[config.mk]
export PLATFORM = sky130hd
export DESIGN_NAME = regfile_dump_flat
export DESIGN_NICKNAME = d
export VERILOG_FILES = /design/src/rtl/regfile_dump_pkg.sv /design/src/rtl/regfile_dump_if.sv /design/src/rtl/regfile_dump.sv /design/src/flat_wrapper.sv
export SDC_FILE = /design/constraint.sdc
export NUM_CORES = 1
export LEC_CHECK = 0
export BUFFER_PORTS_ARGS = -buffer_cell sky130_fd_sc_hd__buf_4
export CORE_ASPECT_RATIO = 1.2
export CORE_MARGIN = 2
export CORE_UTILIZATION = 40
export CTS_CLUSTER_DIAMETER = 100
export DETAILED_ROUTE_END_ITERATION = 8
export PLACE_DENSITY = 0.78
export SLEW_MARGIN = 5
export SYNTH_ARGS = -nofsm -noshare
export SYNTH_HDL_FRONTEND = slang
export SYNTH_SLANG_ARGS = --single-unit
export TNS_END_PERCENT = 30
[constraint.sdc]
create_clock -name clk -period 1.5 [get_ports clk]
set_input_delay 0.3 -clock clk [delete_from_list [all_inputs] [get_ports clk]]
set_output_delay 0.3 -clock clk [all_outputs]
set_load 0.01 [all_outputs]
[src/rtl/regfile_dump_pkg.sv]
// Shared definitions for the register-file dump client: regfile geometry
// and the dump FSM state encoding, also used by the regfile and core stall logic.
package regfile_pkg;

    localparam int NUM_REGS = 32;
    localparam int ADDR_W   = 5;
    localparam int DATA_W   = 32;

    typedef enum logic [1:0] {
        IDLE  = 2'd0,
        FETCH = 2'd1,
        SEND  = 2'd2,
        DONE  = 2'd3
    } dump_state_t;

endpackage

[src/rtl/regfile_dump_if.sv]
// Streaming output bundle of the dump client: one beat per register,
// carrying the register value, its index and a last-register flag.
interface regfile_dump_if;
    import regfile_pkg::*;

    logic              out_valid;
    logic              out_ready;
    logic [DATA_W-1:0] out_data;
    logic [ADDR_W-1:0] out_idx;
    logic              out_last;

    modport master (
        output out_valid,
        output out_data,
        output out_idx,
        output out_last,
        input  out_ready
    );

    modport slave (
        input  out_valid,
        input  out_data,
        input  out_idx,
        input  out_last,
        output out_ready
    );

endinterface

[src/rtl/regfile_dump.sv]
// Register-file dump client. On start it reads every register through one
// regfile read port and streams the values out one beat at a time, holding
// the core off the regfile write port while the walk is in progress.
module regfile_dump
    import regfile_pkg::*;
#(
    parameter bit SKIP_X0 = 1'b0
) (
    input  logic              clk,
    input  logic              reset,
    input  logic              start,
    input  logic              abort,
    output logic [ADDR_W-1:0] rf_addr,
    input  logic [DATA_W-1:0] rf_data,
    regfile_dump_if.master    dump,
    output logic              busy,
    output logic              stall_req,
    output logic              done
);

    localparam logic [ADDR_W-1:0] FIRST_IDX = SKIP_X0 ? ADDR_W'(1) : '0;
    localparam logic [ADDR_W-1:0] LAST_IDX  = ADDR_W'(NUM_REGS - 1);

    dump_state_t       state;
    dump_state_t       state_nxt;
    logic [ADDR_W-1:0] idx;

    // The read address is the walk counter itself; it sits at 0 whenever idle.
    assign rf_addr = idx;

    // State register.
    always_ff @(posedge clk) begin
        if (reset) begin
            state <= IDLE;
        end else begin
            state <= state_nxt;
        end
    end

    // Next-state logic: abort beats start in IDLE and cancels any active state.
    always_comb begin
        state_nxt = state;
        case (state)
            IDLE: begin
                if (start && !abort) begin
                    state_nxt = FETCH;
                end
            end
            FETCH: begin
                state_nxt = abort ? IDLE : SEND;
            end
            SEND: begin
                if (abort) begin
                    state_nxt = IDLE;
                end else if (dump.out_ready) begin
                    state_nxt = dump.out_last ? DONE : FETCH;
                end
            end
            DONE: begin
                state_nxt = IDLE;
            end
            default: begin
                state_nxt = IDLE;
            end
        endcase
    end

    // Walk counter, beat capture and registered status outputs.
    always_ff @(posedge clk) begin
        if (reset) begin
            idx            <= '0;
            dump.out_valid <= 1'b0;
            dump.out_data  <= '0;
            dump.out_idx   <= '0;
            dump.out_last  <= 1'b0;
            busy           <= 1'b0;
            stall_req      <= 1'b0;
            done           <= 1'b0;
        end else begin
            busy      <= (state_nxt != IDLE);
            stall_req <= (state_nxt != IDLE);
            done      <= (state_nxt == DONE);

            case (state)
                IDLE: begin
                    if (state_nxt == FETCH) begin
                        idx <= FIRST_IDX;
                    end
                end
                FETCH: begin
                    if (state_nxt == SEND) begin
                        dump.out_data  <= rf_data;
                        dump.out_idx   <= idx;
                        dump.out_last  <= (idx == LAST_IDX);
                        dump.out_valid <= 1'b1;
                    end
                end
                SEND: begin
                    if (dump.out_ready) begin
                        dump.out_valid <= 1'b0;
                    end
                    if (state_nxt == FETCH) begin
                        idx <= idx + ADDR_W'(1);
                    end
                end
                default: begin
                end
            endcase

            if (state_nxt == IDLE) begin
                idx            <= '0;
                dump.out_valid <= 1'b0;
            end
        end
    end

endmodule

[src/flat_wrapper.sv]
// flat-port wrapper written by rule: the top's interface ports become plain ports
module regfile_dump_flat import regfile_pkg::*;
#(
    parameter bit SKIP_X0 = 1'b0
)
  (clk, reset, start, abort, rf_addr, rf_data, busy, stall_req, done, dump_out_valid, dump_out_data, dump_out_idx, dump_out_last, dump_out_ready);
  regfile_dump_if dump_i ();
  input  logic clk;
  input  logic reset;
  input  logic start;
  input  logic abort;
  output logic [ADDR_W-1:0] rf_addr;
  input  logic [DATA_W-1:0] rf_data;
  output logic busy;
  output logic stall_req;
  output logic done;
  output wire logic [$bits(dump_i.out_valid)-1:0] dump_out_valid;
  output wire logic [$bits(dump_i.out_data)-1:0] dump_out_data;
  output wire logic [$bits(dump_i.out_idx)-1:0] dump_out_idx;
  output wire logic [$bits(dump_i.out_last)-1:0] dump_out_last;
  input wire logic [$bits(dump_i.out_ready)-1:0] dump_out_ready;
  assign dump_out_valid = dump_i.out_valid;
  assign dump_out_data = dump_i.out_data;
  assign dump_out_idx = dump_i.out_idx;
  assign dump_out_last = dump_i.out_last;
  assign dump_i.out_ready = dump_out_ready;
  regfile_dump #(.SKIP_X0(SKIP_X0)) u_core (.clk(clk), .reset(reset), .start(start), .abort(abort), .rf_addr(rf_addr), .rf_data(rf_data), .dump(dump_i), .busy(busy), .stall_req(stall_req), .done(done));
endmodule
# Word-level counts from Yosys, hierarchy flattened
# Cells that the tools add are included.
[word_totals] wordCells=43 n_memories=0 mem_bits_ro=0 latch_bits=0 ram_bits=0 input_bits=37 register_bits=48 out_inout_bits=47
[op_classes] n_mul=0 eq_ne=11 n_lt_le_gt_ge=0 div_mod_pow=0 bitwise=0 n_addsub=1 shifts=0 mux=12 reduce_logical=11
[op_table] cell="2-bit 2-to-1 mux" count=5
[op_table] cell="5-bit 2-to-1 mux" count=2
[op_table] cell="5-bit one-hot mux with 2 select lines" count=1
[op_table] cell="2-bit == test (second input constant)" count=4
[op_table] cell="2-bit one-hot mux with 4 select lines" count=1
[op_table] cell="2-bit by 1-bit != test with 1-bit output (second input constant)" count=3
[op_table] cell="3-bit AND reduction" count=2
[op_table] cell="2-bit nonzero test" count=3
[op_table] cell="5-bit by 1-bit adder with 5-bit output (second input constant)" count=1
[op_table] cell="5-bit == test (second input constant)" count=1
[op_table] cell="2-bit by 1-bit == test with 1-bit output (second input constant)" count=2
[op_table] cell="2-bit logical NOT" count=2
[op_table] cell="1-bit 2-to-1 mux" count=2
[op_table] cell="2-bit != test (second input constant)" count=1
[op_table] cell="1-bit one-hot mux with 2 select lines" count=1
[op_table] cell="2-bit AND reduction" count=1
[op_table] cell="2-bit OR reduction" count=1
[op_table] cell="1-bit logical AND" count=1
[op_table] cell="1-bit logical NOT" count=1

# Longest topological paths before layout
[logic_depth] depth_word=7 mapped_depth=6 mapped_depth_nobuf=5

# Worst setup path after synthesis
# No wires, ideal clock.
[synth_path] path_kind="reg2reg" start="reg u_core.state[1]" end="reg u_core.dump.out_data[10]" t_arrival_ns=1.191 setup_time_ns=0.132 t_required_ns=1.368 path_stages_with_launch=7 n_path_buf=2 slack_ns=0.177 period_less_slack_ns=1.323 path_cell_list="dfxtp_1 -> nand2b_1 -> or2_2 -> buf_2 -> buf_4 -> nand2_1 -> a21oi_1"
[synth_via] elab_chain_len=5 word_cells_on_any_way=10 classes_between="eq/ne: 4; mux: 4; reduce/logical: 2"
[synth_rtl] item="from (decl)" line_no="regfile_dump.sv:24" rtl="dump_state_t state;"
[synth_rtl] item="from (signal assigned)" line_no="regfile_dump.sv:36" rtl="state <= state_nxt;"
[synth_rtl] item="2-bit 2-to-1 mux" line_no="regfile_dump.sv:55" rtl="end else if (dump.out_ready) begin"
[synth_rtl] item="2-bit 2-to-1 mux" line_no="regfile_dump.sv:53" rtl="if (abort) begin"
[synth_rtl] item="2-bit one-hot mux with 4 select lines" line_no="regfile_dump.sv:43" rtl="case (state)"
[synth_rtl] item="2-bit == test" line_no="regfile_dump.sv:91" rtl="if (state_nxt == SEND) begin"
[synth_rtl] item="2-bit AND reduction (no line) *"
[synth_rtl] item="to (signal assigned)" line_no="regfile_dump.sv:92" rtl="dump.out_data <= rf_data;"
[synth_rtl] item="to (decl)" line_no="regfile_dump_if.sv:14" rtl="output out_data,"
# Every way passes the cells marked *; elsewhere a longest branch is shown, timed or not.
# A chain may end at the register's enable or synchronous reset.

# Worst setup path after layout
[layout_path] start="reg u_core.idx[0], in the netlist u_core.rf_addr[0]" end="reg u_core.idx[4], in the netlist u_core.rf_addr[4]"
[layout_via] elab_chain_len=3
[layout_rtl] item="from (decl)" line_no="regfile_dump.sv:26" rtl="logic [ADDR_W-1:0] idx;"
[layout_rtl] item="from (signal assigned)" line_no="regfile_dump.sv:103" rtl="idx <= idx + ADDR_W'(1);"
[layout_rtl] item="5-bit by 1-bit adder with 5-bit output" line_no="regfile_dump.sv:103"
[layout_rtl] item="5-bit 2-to-1 mux" line_no="regfile_dump.sv:102" rtl="if (state_nxt == FETCH) begin"
[layout_rtl] item="5-bit one-hot mux with 2 select lines" line_no="regfile_dump.sv:84" rtl="case (state)"
# Every way passes these cells. The select of a mux whose other input is x is not followed.

==> results_dict.tcl <==
set metrics [dict create \
    worst_pin_slew_ns 0.363 \
    status "complete, no violations" \
    synth_warnings 0 \
    reg2reg_to "u_core.rf_addr[4]" \
    drtAntennaViolNets 0 \
    die_h_um 76.9 \
    powerDensity_nw_per_um2 976 \
    cp.required_ns 1.72 \
    totalWireLength_mm 4.33 \
    gr-usage-met2 0.305 \
    post_cts_resized 0 \
    finalWeightedCongestion 0.776 \
    reg2reg_depth 5 \
    synth_cell_type_count 23 \
    drcViolationCount 0 \
    layout-drive-gt1-share 0.336 \
    first_pass_iters 4 \
    min_to "u_core.dump.out_data[12]" \
    dp_cells 349 \
    relSlewSlack 0.758 \
    busiest_layer "met2" \
    cts_root_buffer "clkbuf_8" \
    cts_buffers 5 \
    timing.rr.start "u_core.rf_addr[0]" \
    fp.dieW_um 64.8 \
    wl_per_cell_um 12.1 \
    antenna_found_initial 0 \
    nets 339 \
    cp_slowest_cell "dfxtp_1" \
    worst_clock_skew_ns 0.00469 \
    path_class "reg2reg" \
    drtIter0Drc 65 \
    cts_tree "done" \
    area_growth_pct 44.5 \
    max_stage_delay_ns 0.37 \
    startpoint_type "flop" \
    hold_path_depth 3 \
    critPathTopFamily "adder cells" \
    synthesis.area_um2 1770 \
    rsz0062_at_grt "no" \
    dr_total_vias 1726 \
    fin_crit_sh 0.916 \
    initial_core_util 0.416 \
    fin_cells 357 \
    avgSynthCellArea_um2 8.10 \
    grt_max_degree 24 \
    grtUsageTotal 0.173 \
    fmax_ghz 0.728 \
    cts_buffer_depth 2 \
    postCtsHoldBufs 0 \
    drv_cap 0 \
    finalPower_w 0.00250 \
    vdd_drop_max_mv 0.646 \
    critPathArrivalTime_ns 1.60 \
    path_buf_inv 0 \
    cp-end-kind "flop" \
    crit_top_cell "ha_1" \
    rows 26 \
    hold_path.class "in2reg" \
    cts_sinks 48 \
    multiInputGateArea_um2 733 \
    gr-total-overflow 0 \
    dpl.hpwl_mm 3.16 \
    cts.clk_slew.worst_paths_ns 0.08 \
    design.core.area_um2 4260 \
    finalHoldViolations 0 \
    power.leakage_nw 1.08 \
    num_antenna_cells 0 \
    met3_usage 0.0543 \
    ys_seq_elements 48 \
    yosysSeqAreaShare 0.542 \
    htree_levels 2 \
    port_buffers 83 \
    use_met1 0.191 \
    grt_first_pass_wirelength_mm 6.93 \
    tns_ns 0 \
    synthesis.nets 258 \
    clk-insertion-delay-late_ns 0.29 \
    crit_path_cell_trace "ha_1 > and3_1 > ha_1 > nand3_1 > a21oi_1" \
    fillers 413 \
    cts_setup_buffers 0 \
    period_minus_slack_ns 1.37 \
    setup_viol 0 \
    reg2reg_slack_ns 0.13 \
    regArea_um2 961 \
    drv_slew 0 \
    cp_max_fo 6 \
    design.die.area_um2 4980 \
    viasPerCell 4.83 \
    grt_pass1_vias 1610 \
    hold_start "rf_data[12]" \
    io_pins 84 \
    syn_inst 219 \
    fin_util 0.601 \
]
[worst reg2reg max path: cells and delay by family (launching register included)]
family | cells | cell delay [ns]
flops | 1 | 0.37
compound gates | 1 | 0.16
fa+ha+maj | 2 | 0.52
simple gates | 2 | 0.26
[final cells by class]
class	instances	area share
inverters	3	0.00439
repair buffers	88	0.258
well taps	56	0.0273
clock buffers	7	0.0376
multi-input cells	154	0.286
clock inverters	1	0.0117
flip-flops and latches	48	0.375
[layout by cell type (no fill, tap or decap), types with 3 or more instances in the layout]
cell and n:
dfxtp_1 48, nor3_1 3, nand3_1 3, nand2_1 78, nand2b_1 5, a21oi_1 41
clkbuf_8 7, inv_1 3, nor2_1 5, buf_4 88
[power by group]
group          leakage [nW]  internal (W)  total [W]  switching (W)
registers             0.388       0.00130    0.00131      0.0000113
logic                 0.632      0.000112   0.000210      0.0000982
clock network        0.0645      0.000588   0.000984       0.000396
total                  1.08       0.00199    0.00250       0.000505
[synthesized netlist by cell type]
library cell / count / share of area
ha_1: 2 / 0.014
mux2i_1: 2 / 0.011
nand2_1: 78 / 0.17
nand2b_1: 5 / 0.018
a211oi_1: 2 / 0.0085
a21oi_1: 42 / 0.12
or2_1: 1 / 0.0035
dfxtp_1: 48 / 0.54
nor3_2: 1 / 0.0056
and3_1: 1 / 0.0035
o21ai_1: 1 / 0.0028
nor2_1: 6 / 0.013
inv_1: 3 / 0.0064
buf_4: 4 / 0.017
or2_2: 1 / 0.0035
nand3_1: 3 / 0.0085
a21oi_2: 1 / 0.0049
nor3_1: 3 / 0.0085
nand3b_1: 1 / 0.0042
nor2b_1: 2 / 0.0071
xnor2_1: 2 / 0.0099
buf_2: 5 / 0.014
clkbuf_1: 5 / 0.011
[cell families after synthesis]
group | share of synthesized area
adder cells (fa/ha/maj) | 0.0141
multiplexers | 0.0113
flip-flops | 0.542
buffers and inverters | 0.0480
AND/OR/NAND/NOR | 0.240
AO/OA/AOI/OAI | 0.135
XOR/XNOR | 0.00988
[registers in the layout, indices dropped and copies added, names as in the netlist]
signal and cells:
u_core.rf_addr 5, u_core.done 1, u_core.dump.out_valid 1, u_core.stall_req 1, u_core.dump.out_last 1, u_core.dump.out_idx 5, u_core.dump.out_data 32, u_core.state 2
[worst max path at each step]
stage                            from                       end  depth (start not counted)
floorplan             u_core.state[1]  u_core.dump.out_data[10]                          6
global route          u_core.state[1]   u_core.dump.out_data[1]                          5
finish              u_core.rf_addr[0]         u_core.rf_addr[4]                          5
detailed placement    u_core.state[1]         u_core.rf_addr[2]                          4
CTS                   u_core.state[1]         u_core.rf_addr[2]                          4
global placement                abort         u_core.rf_addr[3]                          5
[metrics by stage]
step,hold slack [ns],setup WS (ns),area [um2]
2_1_floorplan,0.377,0.177,1770
3_3_place_gp,0.443,0.127,2430
3_5_place_dp,0.447,0.0634,2430
4_1_cts,0.243,0.0564,2560
5_1_grt,0.234,0.0534,2560
6_report,0.252,0.126,2560
[layer usage]
layer / share of wire / vias to the layer above
li1: - / 867
met1: 0.39 / 792
met2: 0.53 / 59
met3: 0.068 / 8
met4: 0.015 / 0
met5: 0 / -
Note: power is estimated with default switching activity, not from simulation.
